**src/rtl/decode_packet.sv**
```systemverilog
// decode_packet: reassembles 19 x 64-bit flits into a 1024-bit payload plus
// 10-bit destination address, checking flit order and source consistency.
// Downstream handshake: a packet is transferred on a clock edge where
// decode_valid_o && decode_ready_i; decode_valid_o never drops before that
// edge and the payload/address/src/ttl outputs stay constant while it is high.
// Upstream: a flit is taken on an edge where fifo_valid_i && fifo_ready_o.
module decode_packet #(
    parameter int DATA_WIDTH        = 1024,
    parameter int ADDR_WIDTH        = 10,
    parameter int DATA_DFX_WIDTH    = DATA_WIDTH + ADDR_WIDTH,
    parameter int NUMBER_PACKET     = 19,
    parameter int AURORA_DATA_WIDTH = 64
) (
    input  logic                         clk,
    input  logic                         rst,
    input  logic                         fifo_valid_i,
    output logic                         fifo_ready_o,
    input  logic [AURORA_DATA_WIDTH-1:0] fifo_data_i,
    output logic                         decode_valid_o,
    input  logic                         decode_ready_i,
    output logic [DATA_WIDTH-1:0]        decode_data_o,
    output logic [ADDR_WIDTH-1:0]        decode_dst_addr_o,
    output logic [1:0]                   decode_src_router_o,
    output logic [1:0]                   decode_ttl_o,
    output logic                         decode_err_o,
    output logic [15:0]                  drop_cnt_o
);

    // Flit slice geometry: every flit but the last carries SLICE buffer bits;
    // the last one carries the remaining LAST_W bits at the bottom of its slice.
    localparam int SLICE  = AURORA_DATA_WIDTH - 9;
    localparam int LAST_W = DATA_DFX_WIDTH - (NUMBER_PACKET - 1) * SLICE;
    localparam logic [4:0] LAST_IDX = 5'(NUMBER_PACKET - 1);

    typedef enum logic [1:0] {
        COLLECT = 2'd0,
        DROP    = 2'd1,
        OUTPUT  = 2'd2
    } state_t;

    state_t state;
    state_t state_next;
    logic [4:0] exp_num;
    logic [4:0] exp_next;

    logic [DATA_DFX_WIDTH-1:0] buffer;
    logic [1:0]                src_latched;
    logic [1:0]                ttl_latched;
    logic                      err;
    logic [15:0]               drop_cnt;

    // Flit fields
    logic [SLICE-1:0] slice;
    logic [1:0]       ttl;
    logic [4:0]       pkt_num;
    logic [1:0]       src;
    logic             accept;
    logic             in_seq;
    logic             good;
    logic             bad;

    assign slice   = fifo_data_i[AURORA_DATA_WIDTH-1:9];
    assign ttl     = fifo_data_i[8:7];
    assign pkt_num = fifo_data_i[6:2];
    assign src     = fifo_data_i[1:0];

    // A flit is in sequence when it is the expected index and, past flit 0,
    // comes from the source latched at flit 0. exp_num never exceeds the
    // last index, so out-of-range packet numbers fail the equality test.
    assign accept = fifo_valid_i && fifo_ready_o;
    assign in_seq = (pkt_num == exp_num) &&
                    ((exp_num == 5'd0) || (src == src_latched));
    assign good   = accept && (state == COLLECT) && in_seq;
    assign bad    = accept && (state == COLLECT) && !in_seq;

    // State register and expected-flit counter
    always_ff @(posedge clk) begin
        if (rst) begin
            state   <= COLLECT;
            exp_num <= 5'd0;
        end else begin
            state   <= state_next;
            exp_num <= exp_next;
        end
    end

    // Next-state logic
    always_comb begin
        state_next = state;
        exp_next   = exp_num;
        case (state)
            COLLECT: begin
                if (good) begin
                    if (exp_num == LAST_IDX) begin
                        state_next = OUTPUT;
                        exp_next   = 5'd0;
                    end else begin
                        exp_next = exp_num + 5'd1;
                    end
                end else if (bad) begin
                    // An error on a flit numbered as the last one already
                    // marks a packet boundary, so no resynchronisation needed.
                    exp_next = 5'd0;
                    if (pkt_num != LAST_IDX) begin
                        state_next = DROP;
                    end
                end
            end
            DROP: begin
                if (accept && (pkt_num == LAST_IDX)) begin
                    state_next = COLLECT;
                    exp_next   = 5'd0;
                end
            end
            OUTPUT: begin
                if (decode_ready_i) begin
                    state_next = COLLECT;
                end
            end
            default: begin
                state_next = COLLECT;
                exp_next   = 5'd0;
            end
        endcase
    end

    // Reassembly buffer, latched header fields, error pulse and drop counter
    always_ff @(posedge clk) begin
        if (rst) begin
            buffer      <= '0;
            src_latched <= 2'd0;
            ttl_latched <= 2'd0;
            err         <= 1'b0;
            drop_cnt    <= 16'd0;
        end else begin
            err <= bad;
            if (bad && (drop_cnt != 16'hFFFF)) begin
                drop_cnt <= drop_cnt + 16'd1;
            end
            if (good) begin
                for (int k = 0; k < NUMBER_PACKET - 1; k++) begin
                    if (exp_num == 5'(k)) begin
                        buffer[k*SLICE +: SLICE] <= slice;
                    end
                end
                if (exp_num == LAST_IDX) begin
                    buffer[DATA_DFX_WIDTH-1 -: LAST_W] <= fifo_data_i[9 +: LAST_W];
                    ttl_latched <= ttl;
                end
                if (exp_num == 5'd0) begin
                    src_latched <= src;
                end
            end
        end
    end

    // Output decode
    always_comb begin
        fifo_ready_o        = !rst && (state != OUTPUT);
        decode_valid_o      = !rst && (state == OUTPUT);
        decode_data_o       = buffer[DATA_DFX_WIDTH-1:ADDR_WIDTH];
        decode_dst_addr_o   = buffer[ADDR_WIDTH-1:0];
        decode_src_router_o = src_latched;
        decode_ttl_o        = ttl_latched;
        decode_err_o        = err;
        drop_cnt_o          = drop_cnt;
    end

endmodule

```
**config.mk**
```make
export PLATFORM = sky130hd
export DESIGN_NAME = decode_packet
export DESIGN_NICKNAME = d
export VERILOG_FILES = /design/src/rtl/decode_packet.sv
export SDC_FILE = /design/constraint.sdc
export NUM_CORES = 2
export LEC_CHECK = 0
export CORE_AREA = 2 2 435 437
export DETAILED_ROUTE_END_ITERATION = 6
export DIE_AREA = 0 0 437 439
export DONT_BUFFER_PORTS = 1
export GPL_TIMING_DRIVEN = 0
export PLACE_DENSITY = 0.41
export SLEW_MARGIN = 40
export SYNTH_ARGS = -nofsm -noshare
export SYNTH_HDL_FRONTEND = slang
export SYNTH_SLANG_ARGS = --single-unit
```
**constraint.sdc**
```tcl
create_clock -name clk -period 2.5 [get_ports clk]
set_input_delay 0.375 -clock clk [delete_from_list [all_inputs] [get_ports clk]]
set_output_delay 0.375 -clock clk [all_outputs]
set_load 0.1 [all_outputs]
```
==> impl_metrics.ini <==
[yosys]
synth_top_area_share_pct = 55.4
async_flop_share_pct = 0
syn_avg_cell_area_sq_um = 8.15
netlist_area_sq_um = 38400
yosysWarnings = 0
synth_edf_count = 0
synthTopCellsByArea = dfxtp_1 55%, nand2_1 19%, a21oi_1 12%, mux2i_1 4.3%, clkbuf_1 2.4%
ys_ff_latch = 1062
syn_nets = 4785
ys_types = 48
ys.flop_type = dfxtp_1
yosys-top-cells-count = 1980 x nand2_1, 1062 x dfxtp_1, 884 x a21oi_1, 246 x clkbuf_1, 166 x mux2i_1
syn_inst = 4711
synthMostInstantiatedCell = nand2_1
synth-seq-area-share_pct = 55.4
synth_largest_area_cell = dfxtp_1

[sta]
setup_viol_count_final = 0
tightest_slew_ns = 0.936
grt_setup_unrepaired = yes
maxSlewHeadroom_pct = 37.6
skew_ns = 0.0408
holdWs_ns = 0.0413
fmax_ghz = 0.400
hold_viol = 0
fin_tns_setup_ns = 0
maxSlewViolCount = 0
min_period_over_period_pct = 99.9
period_needed_ns = 2.50

[die]
dieHeight_um = 439
start_util_pct = 20.5
core_area_sq_um = 187000
pin_count = 1125
dieArea_sq_um = 192000
dieWidth_um = 437
core.rowCount = 159

[cells_and_area]
fill_cells = 20300
fin_cells = 7497
areaGrowthSynthToFinish_pct = 26.5
drive_above_1_share_pct = 33.0
multi_input_area_sq_um = 15000
fin_nets = 4977
seqCellArea_sq_um = 22600

[critical_path]
endpoint_kind = flip-flop
slowest_delay_ns = 0.60
crit_arrival_ns = 3.16
critical_path_class = reg2reg
cp-startpoint = decode_src_router_o[0]
path_cells = xor2_4 -> a2bb2oi_2 -> o31ai_4 -> buf_4 -> a2111oi_2 -> mux2_2
cp_data_required_time_ns = 3.16
r2r-start = decode_src_router_o[0]
reg2reg_depth = 6
slowest_stage = dfxtp_4
crit_fanout = 7
startpoint_type = flip-flop

[worst_hold_path]
hold_path_class = in2reg
holdCritStartpoint = fifo_data_i[56]
whs_path_depth = 3

[clock_tree]
cts_made_buffers = 119
clk_pin_slew_ns = 0.06
root_buffer = clkbuf_16
clk-insertion-delay-late_ns = 0.78
cts.sinks = 1062
cts_tree = yes
cts_buffer_depth = 3
cts_htree_levels = 3

[detailed_routing]
routed_wl_um = 220000
drt_first_pass_iters = 5
vias = 34300
avgViaCountPerCell = 4.58
wl_per_cell_um = 29.4
drtIter0Drc = 2590
post-route-drc-count = 0
ant_nets = 0

[power_and_ir_drop]
p_clk_share_pct = 49.4
powerDensity_nw_per_um2 = 753
switching_share_pct = 24.5
intPower_mw = 27.6
finalPower_mw = 36.5
total_leakage_power_nw = 16.7
combPwrFrac_pct = 4.2
ir_drop_mv = 0.543
seqPwrFrac_pct = 46.4
power.net_switching_mw = 8.95

[place]
placedCellCount = 7225
dpl.hpwl_um = 170000
portBuffers = 0
globalplace.congestion = 0.865

[run_status]
outcome = finished clean

[grt]
track_usage_pct = 21.9
first_global_vias = 32300
grt_antenna_before_repair = 16
grt_overflow = 0
grt_max_degree = 20
grt_first_pass_wirelength_um = 291000

[flow_run]
max-cap-violations = 0
timing repair:
action | in CTS | in global routing
endpoints found under the hold margin | 11 | 0
resized for setup | 77 | 86
pin swaps | 13 | 3
cloned | 0 | 1
hold buffers | 14 | 0
setup endpoints to repair | 1038 | 833
setup buffers | 35 | 5
kinds of logic (layout without fill, tap and decap cells):
family / after synthesis / after routing / synth area share, %
flip-flops: 1062 / 1062 / 55.4
XOR/XNOR: 7 / 7 / 0.160
other: 0 / 4 / 0
AO/OA/AOI/OAI: 918 / 918 / 12.2
AND/OR/NAND/NOR: 2093 / 2093 / 21.7
multiplexers: 170 / 170 / 4.45
buffers and inverters: 455 / 742 / 5.98
adder cells (fa/ha/maj): 6 / 6 / 0.196
state kept, by name (all words and copies together) (netlist names):
register             count
decode_err_o             1
state                    2
drop_cnt_o              16
decode_ttl_o             2
exp_num                  5
buffer                1034
decode_src_router_o      2
routing by layer:
layer  up-vias  global-route usage [%]  part of all wire [%]
li1      15600                       -                     -
met1     16900                    23.8                    36
met4         8                    7.86                   3.8
met2      1501                    39.9                    51
met3       327                    6.81                   8.6
met5         -                       0                 0.025
power groups by stage:
stage | logic (mW) | registers, mW | clock network [mW]
3_5_place_dp | 1.53 | 17.3 | 0
6_report | 1.53 | 17.0 | 18.0
5_1_grt | 1.59 | 16.9 | 19.0
4_1_cts | 1.56 | 17.0 | 18.4
3_3_place_gp | 1.43 | 17.4 | 0
2_1_floorplan | 0.550 | 17.4 | 0
path summary, 6_finish.rpt:
| check | endpoint | slack [ns] |
|---|---|---|
| max | drop_cnt_o[12] | 0.003 |
| min | buffer[982] | 0.04 |
| max reg2reg | drop_cnt_o[12] | 0.003 |
| min reg2reg | exp_num[0] | 0.59 |
placed cells by master, fill, tap and decap left out, drive strengths merged, types with 4 or more instances in the layout:
cell	count
nor3	8
ha	6
and4	16
or4	5
nand3	10
nand2b	5
dlygate4sd3	14
dfxtp	1062
a21oi	884
mux2	4
clkbuf	434
diode	4
o21ai	11
and3	8
clkinv	29
o31ai	5
nor2b	6
nor2	22
buf	243
mux2i	166
bufinv	8
nand2	1980
inv	12
nand4	20
xnor2	5
worst max-delay path, delay by kind of cell, from the launching register on:
| kind | cells | cell delay [ns] |
|---|---|---|
| compound gates | 3 | 0.84 |
| flops | 1 | 0.60 |
| xor+xnor | 1 | 0.38 |
| mux | 1 | 0.37 |
| buf+inv | 1 | 0.17 |
metrics by stage:
step                      worst slack (ns)  instance area, sq um  util, %
after floorplan                     0.0558                 38400        -
after global placement               -1.88                 41500     22.2
after detailed placement             -1.17                 43400     23.2
after CTS                         -0.00813                 48200     25.8
after global routing               -0.0662                 48500     26.0
final                              0.00296                 48500     26.0
cell type report:
cell class | count | share of cell area, %
flip-flops and latches | 1062 | 46.6
multi-input cells | 3194 | 30.9
clock buffers | 174 | 7.16
well taps | 2495 | 6.43
plain buffers | 443 | 5.61
repair buffers | 74 | 2.20
clock inverters | 42 | 1.01
inverters | 9 | 0.0696
diodes | 4 | 0.0206
(Power assumes the default switching activity.)
